File: config.mk
export PLATFORM = sky130hd
export DESIGN_NAME = dma_desc_queue
export DESIGN_NICKNAME = d
export VERILOG_FILES = /design/src/rtl/dma_pkg.sv /design/src/rtl/dma_desc_fifo.sv /design/src/rtl/dma_desc_queue.sv
export SDC_FILE = /design/constraint.sdc
export NUM_CORES = 1
export LEC_CHECK = 0
export ABC_AREA = 1
export CORE_MARGIN = 2
export CORE_UTILIZATION = 54
export DETAILED_ROUTE_END_ITERATION = 12
export PLACE_DENSITY = 0.8
export REMOVE_ABC_BUFFERS = 1
export SYNTH_ARGS = -nofsm -noshare
export SYNTH_HDL_FRONTEND = slang
export SYNTH_HIERARCHICAL = 1
export SYNTH_SLANG_ARGS = --single-unit
export TNS_END_PERCENT = 50
File: constraint.sdc
create_clock -name clk -period 12.8 [get_ports clk]
set_input_delay 2.56 -clock clk [delete_from_list [all_inputs] [get_ports clk]]
set_output_delay 2.56 -clock clk [all_outputs]
set_load 0.03 [all_outputs]
File: src/rtl/dma_pkg.sv
// Shared types for the DMA descriptor queue: descriptor layout and queue FSM states.
package dma_pkg;

  typedef logic [31:0] desc_addr_t;
  typedef logic [31:0] desc_num_t;

  typedef struct packed {
    desc_addr_t src;
    desc_addr_t dst;
    desc_num_t  len;
    logic       last;
  } desc_t;

  typedef enum logic [1:0] {
    DQ_IDLE  = 2'd0,
    DQ_ISSUE = 2'd1,
    DQ_BUSY  = 2'd2
  } dq_state_e;

endpackage : dma_pkg

File: src/rtl/dma_desc_fifo.sv
// Synchronous descriptor FIFO with first-word fall-through read and a flush that
// lets a same-cycle write land as the first entry of the emptied queue.
module dma_desc_fifo
  import dma_pkg::*;
#(
  parameter int DEPTH = 4
) (
  input  logic                       clk,
  input  logic                       rstn,
  input  logic                       wr_en_i,
  input  desc_t                      wr_data_i,
  input  logic                       rd_en_i,
  input  logic                       flush_i,
  output desc_t                      rd_data_o,
  output logic                       full_o,
  output logic                       empty_o,
  output logic [$clog2(DEPTH):0]     count_o
);

  localparam int PW = $clog2(DEPTH);
  localparam int CW = PW + 1;

  desc_t         mem_q [DEPTH];
  logic [PW-1:0] wr_ptr_q, wr_ptr_d;
  logic [PW-1:0] rd_ptr_q, rd_ptr_d;
  logic [CW-1:0] count_q, count_d;
  logic          full_q;
  logic [PW-1:0] wr_addr;
  logic          wr_fire;
  logic          rd_fire;

  // A write is taken when there is room, when a pop frees the head slot, or when a flush empties the queue.
  assign wr_fire = wr_en_i && (flush_i || !full_q || rd_en_i);
  assign rd_fire = rd_en_i && (count_q != '0) && !flush_i;
  assign wr_addr = flush_i ? '0 : wr_ptr_q;

  // Next-state pointers and occupancy; a flush resets both pointers before the optional write.
  always_comb begin
    // NOTE: every combinational output gets a default first so no latch is inferred.
    rd_ptr_d = rd_ptr_q;
    wr_ptr_d = wr_ptr_q;
    count_d  = count_q;
    if (flush_i) begin
      rd_ptr_d = '0;
      wr_ptr_d = wr_fire ? PW'(1) : '0;
      count_d  = wr_fire ? CW'(1) : '0;
    end else begin
      rd_ptr_d = rd_ptr_q + PW'(rd_fire);
      wr_ptr_d = wr_ptr_q + PW'(wr_fire);
      count_d  = count_q + CW'(wr_fire) - CW'(rd_fire);
    end
  end

  // Pointer, count and registered-full state.
  always_ff @(posedge clk or negedge rstn) begin
    // NOTE: sequential state uses non-blocking assignments so all flops update together.
    if (!rstn) begin
      rd_ptr_q <= '0;
      wr_ptr_q <= '0;
      count_q  <= '0;
      full_q   <= 1'b0;
    end else begin
      rd_ptr_q <= rd_ptr_d;
      wr_ptr_q <= wr_ptr_d;
      count_q  <= count_d;
      full_q   <= (count_d == CW'(DEPTH));
    end
  end

  // Descriptor storage.
  always_ff @(posedge clk) begin
    // NOTE: storage is not reset; an entry is only observed after it has been written.
    if (wr_fire) mem_q[wr_addr] <= wr_data_i;
  end

  assign rd_data_o = mem_q[rd_ptr_q];
  assign full_o    = full_q;
  assign empty_o   = (count_q == '0);
  assign count_o   = count_q;

endmodule : dma_desc_fifo

File: src/rtl/dma_desc_queue.sv
// DMA descriptor queue: buffers CSR-pushed descriptors, issues them one at a time to the
// transfer engine, tracks the in-flight transfer and reports irq/error/overflow status.
module dma_desc_queue
  import dma_pkg::*;
#(
  parameter int DEPTH = 4,
  parameter int AW    = 32,
  parameter int LW    = 32
) (
  input  logic          clk,
  input  logic          rstn,
  input  logic          push_i,
  input  logic          push_last_i,
  input  logic          clear_irq_i,
  input  logic [AW-1:0] push_src_i,
  input  logic [AW-1:0] push_dst_i,
  input  logic [LW-1:0] push_len_i,
  output logic          fifo_full_o,
  output logic          desc_valid_o,
  input  logic          desc_ready_i,
  output logic [AW-1:0] desc_src_o,
  output logic [AW-1:0] desc_dst_o,
  output logic [LW-1:0] desc_len_o,
  input  logic          xfer_done_i,
  input  logic          xfer_err_i,
  input  logic [AW-1:0] err_addr_i,
  output logic          irq_o,
  output logic          err_o,
  output logic [AW-1:0] err_addr_o,
  output logic          ovf_o
);

  localparam int CW = $clog2(DEPTH) + 1;

  dq_state_e     state_q, state_d;
  logic          last_q;
  logic          irq_q, irq_d;
  logic          err_q, err_d;
  logic          ovf_q, ovf_d;
  logic [AW-1:0] err_addr_q;

  desc_t         push_desc;
  desc_t         head;
  logic          fifo_full;
  logic          fifo_empty;
  logic [CW-1:0] fifo_count;
  logic          pop;
  logic          err_ev;
  logic          done_ev;

  assign push_desc = '{src: push_src_i, dst: push_dst_i, len: push_len_i, last: push_last_i};
  assign pop       = (state_q == DQ_ISSUE) && desc_ready_i;
  assign err_ev    = (state_q == DQ_BUSY) && xfer_err_i;
  assign done_ev   = (state_q == DQ_BUSY) && xfer_done_i && !xfer_err_i;

  dma_desc_fifo #(.DEPTH(DEPTH)) u_fifo (
    .clk       (clk),
    .rstn      (rstn),
    .wr_en_i   (push_i),
    .wr_data_i (push_desc),
    .rd_en_i   (pop),
    .flush_i   (err_ev),
    .rd_data_o (head),
    .full_o    (fifo_full),
    .empty_o   (fifo_empty),
    .count_o   (fifo_count)
  );

  // Issue FSM: wait for a queued entry, offer it, then wait for the engine to finish.
  always_comb begin
    state_d = state_q;
    unique case (state_q)
      DQ_IDLE:  if (!fifo_empty) state_d = DQ_ISSUE;
      DQ_ISSUE: if (desc_ready_i) state_d = DQ_BUSY;
      DQ_BUSY:  if (xfer_err_i || xfer_done_i) state_d = DQ_IDLE;
      default:  state_d = DQ_IDLE;
    endcase
  end

  // Sticky status flags: a set in the same cycle as a clear wins.
  always_comb begin
    irq_d = irq_q;
    err_d = err_q;
    ovf_d = ovf_q;
    if (clear_irq_i) begin
      irq_d = 1'b0;
      err_d = 1'b0;
      ovf_d = 1'b0;
    end
    if (done_ev && last_q) irq_d = 1'b1;
    if (err_ev) err_d = 1'b1;
    // A push is lost only when the queue is full and neither a pop nor a flush makes room.
    if (push_i && (fifo_count == CW'(DEPTH)) && !pop && !err_ev) ovf_d = 1'b1;
  end

  // FSM, in-flight last tag, status flags and captured error address.
  always_ff @(posedge clk or negedge rstn) begin
    if (!rstn) begin
      state_q    <= DQ_IDLE;
      last_q     <= 1'b0;
      irq_q      <= 1'b0;
      err_q      <= 1'b0;
      ovf_q      <= 1'b0;
      err_addr_q <= '0;
    end else begin
      state_q <= state_d;
      irq_q   <= irq_d;
      err_q   <= err_d;
      ovf_q   <= ovf_d;
      if (pop)    last_q     <= head.last;
      if (err_ev) err_addr_q <= err_addr_i;
    end
  end

  // The descriptor bus reads as zero whenever nothing is being offered.
  assign desc_valid_o = (state_q == DQ_ISSUE);
  assign desc_src_o   = desc_valid_o ? head.src : '0;
  assign desc_dst_o   = desc_valid_o ? head.dst : '0;
  assign desc_len_o   = desc_valid_o ? head.len : '0;
  assign fifo_full_o  = fifo_full;
  assign irq_o        = irq_q;
  assign err_o        = err_q;
  assign err_addr_o   = err_addr_q;
  assign ovf_o        = ovf_q;

endmodule : dma_desc_queue
* Word level (Yosys, flattened, before mapping)
Memories as Yosys holds them, arrays and structs flattened. Index checks and enable logic that the tools add are counted.
Operators by class: add/sub/neg operators 4, eq/ne operators 7, multiplexer cells 19, reductions and logical operators 25
Operators with widths (number):
- two-way mux 32 bit | 3
- two-way mux 2 bit | 6
- logical AND 1 bit | 11
- two-way mux 1 bit | 8
- equality test 3 bit (second input constant) | 2
- case mux 2 bit (3 select lines) | 1
- nonzero test 2 bit | 3
- adder 2 x 1 -> 2 bit | 2
- logical NOT 1 bit | 4
- != test 2 x 1 -> 1 bit (second input constant) | 2
- adder 3 x 1 -> 3 bit | 1
- logical NOT 3 bit | 1
- logical OR 1 bit | 3
- two-way mux 3 bit | 1
- AND reduction 3 bit | 1
- nonzero test 3 bit | 1
- subtractor 3 x 1 -> 3 bit | 1
- equality test 2 x 1 -> 1 bit (second input constant) | 1
- equality test 2 bit (second input constant) | 1
- logical NOT 2 bit | 1
- != test 2 bit (second input constant) | 1
Storage, ports and cells: register bits after elaboration 46, RAM bits 388, input port bits 136, output and inout port bits 133, word-level logic and storage cells 66, memories 1
Memory list:
- u_fifo.mem_q | words 4, bits a word 97, rd ports 1, clocked after memory_dff 0, wr ports 1, line dma_desc_fifo.sv:23 | desc_t mem_q [DEPTH];

* Logic depth before layout (Yosys ltp)
word-level depth 9, gate-level depth with buffers 16, mapped depth without buffers 15

* Hierarchy
The synthesis kept the hierarchy.
By module, submodules not included:
- dma_desc_fifo | instances 1, cells an instance 992, area an instance 14805.4 sq um, seq. area each 11851.4 sq um
- dma_desc_queue | instances 1, cells an instance 375, area an instance 2282.2 sq um, seq. area each 950.9 sq um

* Worst setup path before layout
Ideal clock, no wire load.
path type input -> register, start point input xfer_err_i, end point memory u_fifo/mem_q[0][0] in the netlist's numbering (enable), library setup time 0.691 ns, arrival time 10.374 ns, required time 12.109 ns, setup slack 1.735 ns, stages on the path 7, path through nand3_2 -> inv_2 -> buf_4 -> inv_1 -> nand3_1 -> nand2_1 -> nor3b_1
Between the ends: cells in the longest elaborated chain, start to end 6, elaborated cells on any way between the ends 7, classes of those cells 3 x mux; 4 x reduce/logical
RTL lines:
- from (decl) | line dma_desc_queue.sv:25 | input logic xfer_err_i,
- logical AND 1 bit * | line dma_desc_queue.sv:53 | assign err_ev = (state_q == DQ_BUSY) && xfer_err_i;
- logical OR 1 bit (2 in a row) | line dma_desc_fifo.sv:33 | assign wr_fire = wr_en_i && (flush_i || !full_q || rd_en_i);
- logical AND 1 bit | line dma_desc_fifo.sv:33
- two-way mux 1 bit | line dma_desc_fifo.sv:73 | if (wr_fire) mem_q[wr_addr] <= wr_data_i;
- two-way mux 1 bit (not written as such) | line dma_desc_fifo.sv:73
- to (decl) | line dma_desc_fifo.sv:23
Every way passes the cells marked *; elsewhere a longest branch is shown, timed or not.

==> metrics.log <==
[metrics] proportion of synthesized chip area in sequential cells: 0.7492
[metrics] most common cell after layout, fill and taps aside: sky130_fd_sc_hd__edfxtp_1
[metrics] antenna-violating nets left: 0
[metrics] insertion delay of the later-clocked pin in the worst-skew pair: 530 ps
[metrics] ratio of total power to cell area: 252.9 nW/um^2
[metrics] overall routing resource usage: 0.2327
[metrics] core area: 31390 sq um
[metrics] min cycle time layout: 6813 ps
[metrics] data arrival time of the critical path: 4250 ps
[metrics] upper clock frequency limit: 0.1468 GHz
[metrics] crit path max fanout: 127
[metrics] number of setup buffers added after CTS: 0
[metrics] number of library cell types mapped by synthesis: 26
[metrics] post-synthesis simple-gate area fraction: 0.09717
[metrics] share of layout cells above drive strength 1: 0.04750
[metrics] post-synthesis compound-gate area fraction: 0.09336
[metrics] first-pass iteration count of the detailed router: 5
[metrics] multiplexer area fraction after synthesis: 0
[metrics] crit end category: output pin
[metrics] outcome: completed
[metrics] IR drop worst, VDD: 213.4 uV
[metrics] count of unresolved DRC violations after routing: 0
[metrics] commonest non-fill, non-tap cells in the layout: 388 x sky130_fd_sc_hd__edfxtp_1, 299 x sky130_fd_sc_hd__nor2_1, 267 x sky130_fd_sc_hd__clkdlybuf4s50_1
[metrics] placer's final routability congestion estimate: 0.7478
[metrics] Detailed Route Iter0 Violations: 1060
[metrics] total power consumption of the routed design: 5.352 mW
[metrics] Netlist Area Pre-Place: 17090 sq um
[metrics] combinational family with the most area after synthesis: simple AND/OR/NAND/NOR gates
[metrics] clock tree from TritonCTS: built
[metrics] PortBufs: 268
[metrics] std cell rows: 65
[metrics] count of endpoints failing hold in the final timing report: 0
[metrics] number of top-level pins: 269
[metrics] static leakage power: 7.793 nW
[metrics] area delta synth->final: 23.83%
[metrics] Int Power: 3.285 mW
[metrics] full die area: 33080 sq um
[metrics] number of synthesis warnings: 6
[metrics] number of pins exceeding their max-slew limit in the final report: 0
[metrics] number of CTS-inserted buffers: 43
[metrics] slew of the pin with the lowest slew margin: 1178 ps
[metrics] switching power as a share of total power: 0.3863
[metrics] post-detail-place hpwl: 21640 microns
[metrics] x dimension of the die: 181.9 microns
[metrics] vias in the first global route: 11620
[metrics] vertical die dimension: 181.9 microns
[metrics] xor-xnor portion of the synthesized cell area: 0.0005126
[metrics] setup repair after global routing missed its margin: no
[metrics] clk sinks: 434
[metrics] CP Class: reg -> out
[metrics] Sum Neg Setup Slack: 0 ps
[metrics] cells taking the most area after synthesis: sky130_fd_sc_hd__edfxtp_1 68%, sky130_fd_sc_hd__dfrtp_1 6.7%, sky130_fd_sc_hd__nor2_1 6.6%, sky130_fd_sc_hd__o21ai_0 3.9%, sky130_fd_sc_hd__o22ai_1 3.6%
[metrics] clock transition at the register clock pins on the worst setup and hold paths after CTS: 60 ps
[metrics] synthesized area divided by synthesized cell count: 12.50 sq um
[metrics] sw power: 2.067 mW
[metrics] clk root buf: sky130_fd_sc_hd__clkbuf_16
[metrics] Vias/cell: 5.457
[metrics] worst hold start: err_addr_o[0]
[metrics] number of synthesized register bits: 434
[metrics] max_slew headroom: 0.2146
[metrics] setup clock skew after layout: 18.96 ps
[metrics] Logic pwr share: 0.400
[metrics] Max Cap Violations: 0
[metrics] period utilisation layout: 0.5322
[metrics] pin count of the biggest net entering global routing: 128
[metrics] Final Net Count: 1753
[metrics] H-Tree Level Count: 2
[metrics] Sequential Power Share: 0.386
[metrics] routed wirelength normalized by instance count: 18.73 microns
[metrics] Clock Path Buffers: 3
[metrics] Synth area leader: sky130_fd_sc_hd__edfxtp_1
[metrics] Starting Density: 0.5443
[metrics] fraction of post-synthesis cell area in the top cell type by area: 0.6818
[metrics] Post-Route WL: 38350 microns
[metrics] hold_buf cts: 0
[metrics] count of endpoints failing setup in the final report: 0
[metrics] Gate Count Post-Synth: 1367
[metrics] number of antenna violations at the first check in global routing: 4
[metrics] crit start category: register
[metrics] Post-Synth Adder-Cell Area: 0.004100
[metrics] startpoint of the worst register-to-register path: state_q[0]
[metrics] overall overflow remaining after global route: 0
[metrics] post_cts resized: 0
[metrics] WP data required: 10240 ps
[metrics] classification of the worst-slack hold path: reg -> reg
[metrics] startpoint of the most critical setup path: u_fifo/rd_ptr_q[0]
[metrics] Clk pwr share: 0.214
[metrics] total number of vias: 11170
[metrics] first-pass GRT wire length: 60310 microns
[registers in the layout (all words and copies together) (netlist names)]
register	cells
irq_o	1
u_fifo/full_o	1
u_fifo/rd_ptr_q	2
state_q	2
last_q	1
u_fifo/mem_q	388
err_addr_o	32
u_fifo/count_o	3
err_o	1
u_fifo/wr_ptr_q	2
ovf_o	1
[power by group through the flow]
stage,clock [mW],combinational (mW),sequential [mW]
6_report,1.15,2.14,2.06
5_1_grt,1.22,2.33,2.10
4_1_cts,1.16,2.15,2.06
3_5_place_dp,0,2.14,2.09
3_3_place_gp,0,2.10,2.08
2_1_floorplan,0,1.19,2.21
[Yosys cell counts]
master / number
sky130_fd_sc_hd__nand3_2: 1
sky130_fd_sc_hd__inv_2: 4
sky130_fd_sc_hd__nand2_1: 121
sky130_fd_sc_hd__o21ai_0: 132
sky130_fd_sc_hd__o31ai_1: 1
sky130_fd_sc_hd__nor2_1: 300
sky130_fd_sc_hd__inv_1: 114
sky130_fd_sc_hd__clkbuf_2: 5
sky130_fd_sc_hd__nor3_1: 3
sky130_fd_sc_hd__fa_1: 1
sky130_fd_sc_hd__nand4_1: 1
sky130_fd_sc_hd__inv_4: 1
sky130_fd_sc_hd__buf_2: 21
sky130_fd_sc_hd__ha_1: 4
sky130_fd_sc_hd__clkbuf_1: 24
sky130_fd_sc_hd__o22ai_1: 97
sky130_fd_sc_hd__o21ai_1: 63
sky130_fd_sc_hd__buf_4: 12
sky130_fd_sc_hd__a21oi_1: 1
sky130_fd_sc_hd__nand2_2: 1
sky130_fd_sc_hd__edfxtp_1: 388
sky130_fd_sc_hd__xnor2_1: 1
sky130_fd_sc_hd__nand3_1: 7
sky130_fd_sc_hd__nor3b_1: 1
sky130_fd_sc_hd__buf_6: 17
sky130_fd_sc_hd__dfrtp_1: 46
[cell type report]
| type | count | area (sq um) |
|---|---|---|
| multi-input combinational | 735 | 3362 |
| clock inverter | 20 | 143.9 |
| inverter | 119 | 452.9 |
| tap | 402 | 503.0 |
| antenna | 3 | 7.507 |
| clock buffer | 55 | 1121 |
| timing repair buffer | 279 | 2760 |
| fill | 2223 | 10230 |
| sequential | 434 | 12810 |
[worst paths after layout]
path	endpoint	depth (start not counted)	slack, ps
worst max-delay path	desc_len_o[27]	7	5990
worst min-delay path	err_addr_o[0]	2	480
worst max register to register	u_fifo/mem_q[0][41]	9	8370
worst min register to register	err_addr_o[0]	2	480
max in group asynchronous	u_fifo/rd_ptr_q[1]	1	9810
min in group asynchronous	err_addr_o[0]	1	2230
[per-stage QoR]
stage / setup slack, ps / area, sq um / util / cells / hold slack (ps)
detailed placement: 5755 / 19890 / 0.6335 / 1969 / 460.8
global route: 5609 / 21160 / 0.6739 / 2045 / 496.6
floorplan: 1168 / 16590 / - / 1288 / 438.0
global placement: 5858 / 19890 / 0.6335 / 1969 / 461.2
finish: 5987 / 21160 / 0.6741 / 2047 / 475.8
CTS: 5912 / 21150 / 0.6738 / 2044 / 476.9
[kinds of logic (layout without fill, tap and decap cells)]
logic type,after synthesis,count (layout)
other cells,0,3
fa+ha+maj,5,5
compound gates,294,294
buf+inv,198,473
xor+xnor,1,1
simple gates,435,435
flops,434,434
[critical path: stages (launching register included)]
cell,delay (ps)
sky130_fd_sc_hd__dfrtp_4,770
sky130_fd_sc_hd__inv_6,790
sky130_fd_sc_hd__buf_4,720
sky130_fd_sc_hd__o21ai_0,210
sky130_fd_sc_hd__o22ai_1,220
sky130_fd_sc_hd__inv_1,80
sky130_fd_sc_hd__nor2_1,190
sky130_fd_sc_hd__clkdlybuf4s50_1,740
[layer usage]
layer | routed length, microns | GRT usage | vias up
li1 | - | - | 5272
met2 | 18450 | 0.3879 | 433
met3 | 2660 | 0.04232 | 79
met4 | 1070 | 0.08903 | 2
met5 | 11 | 0 | -
met1 | 16150 | 0.3079 | 5384
No activity file was read; power rests on OpenSTA's default activity.
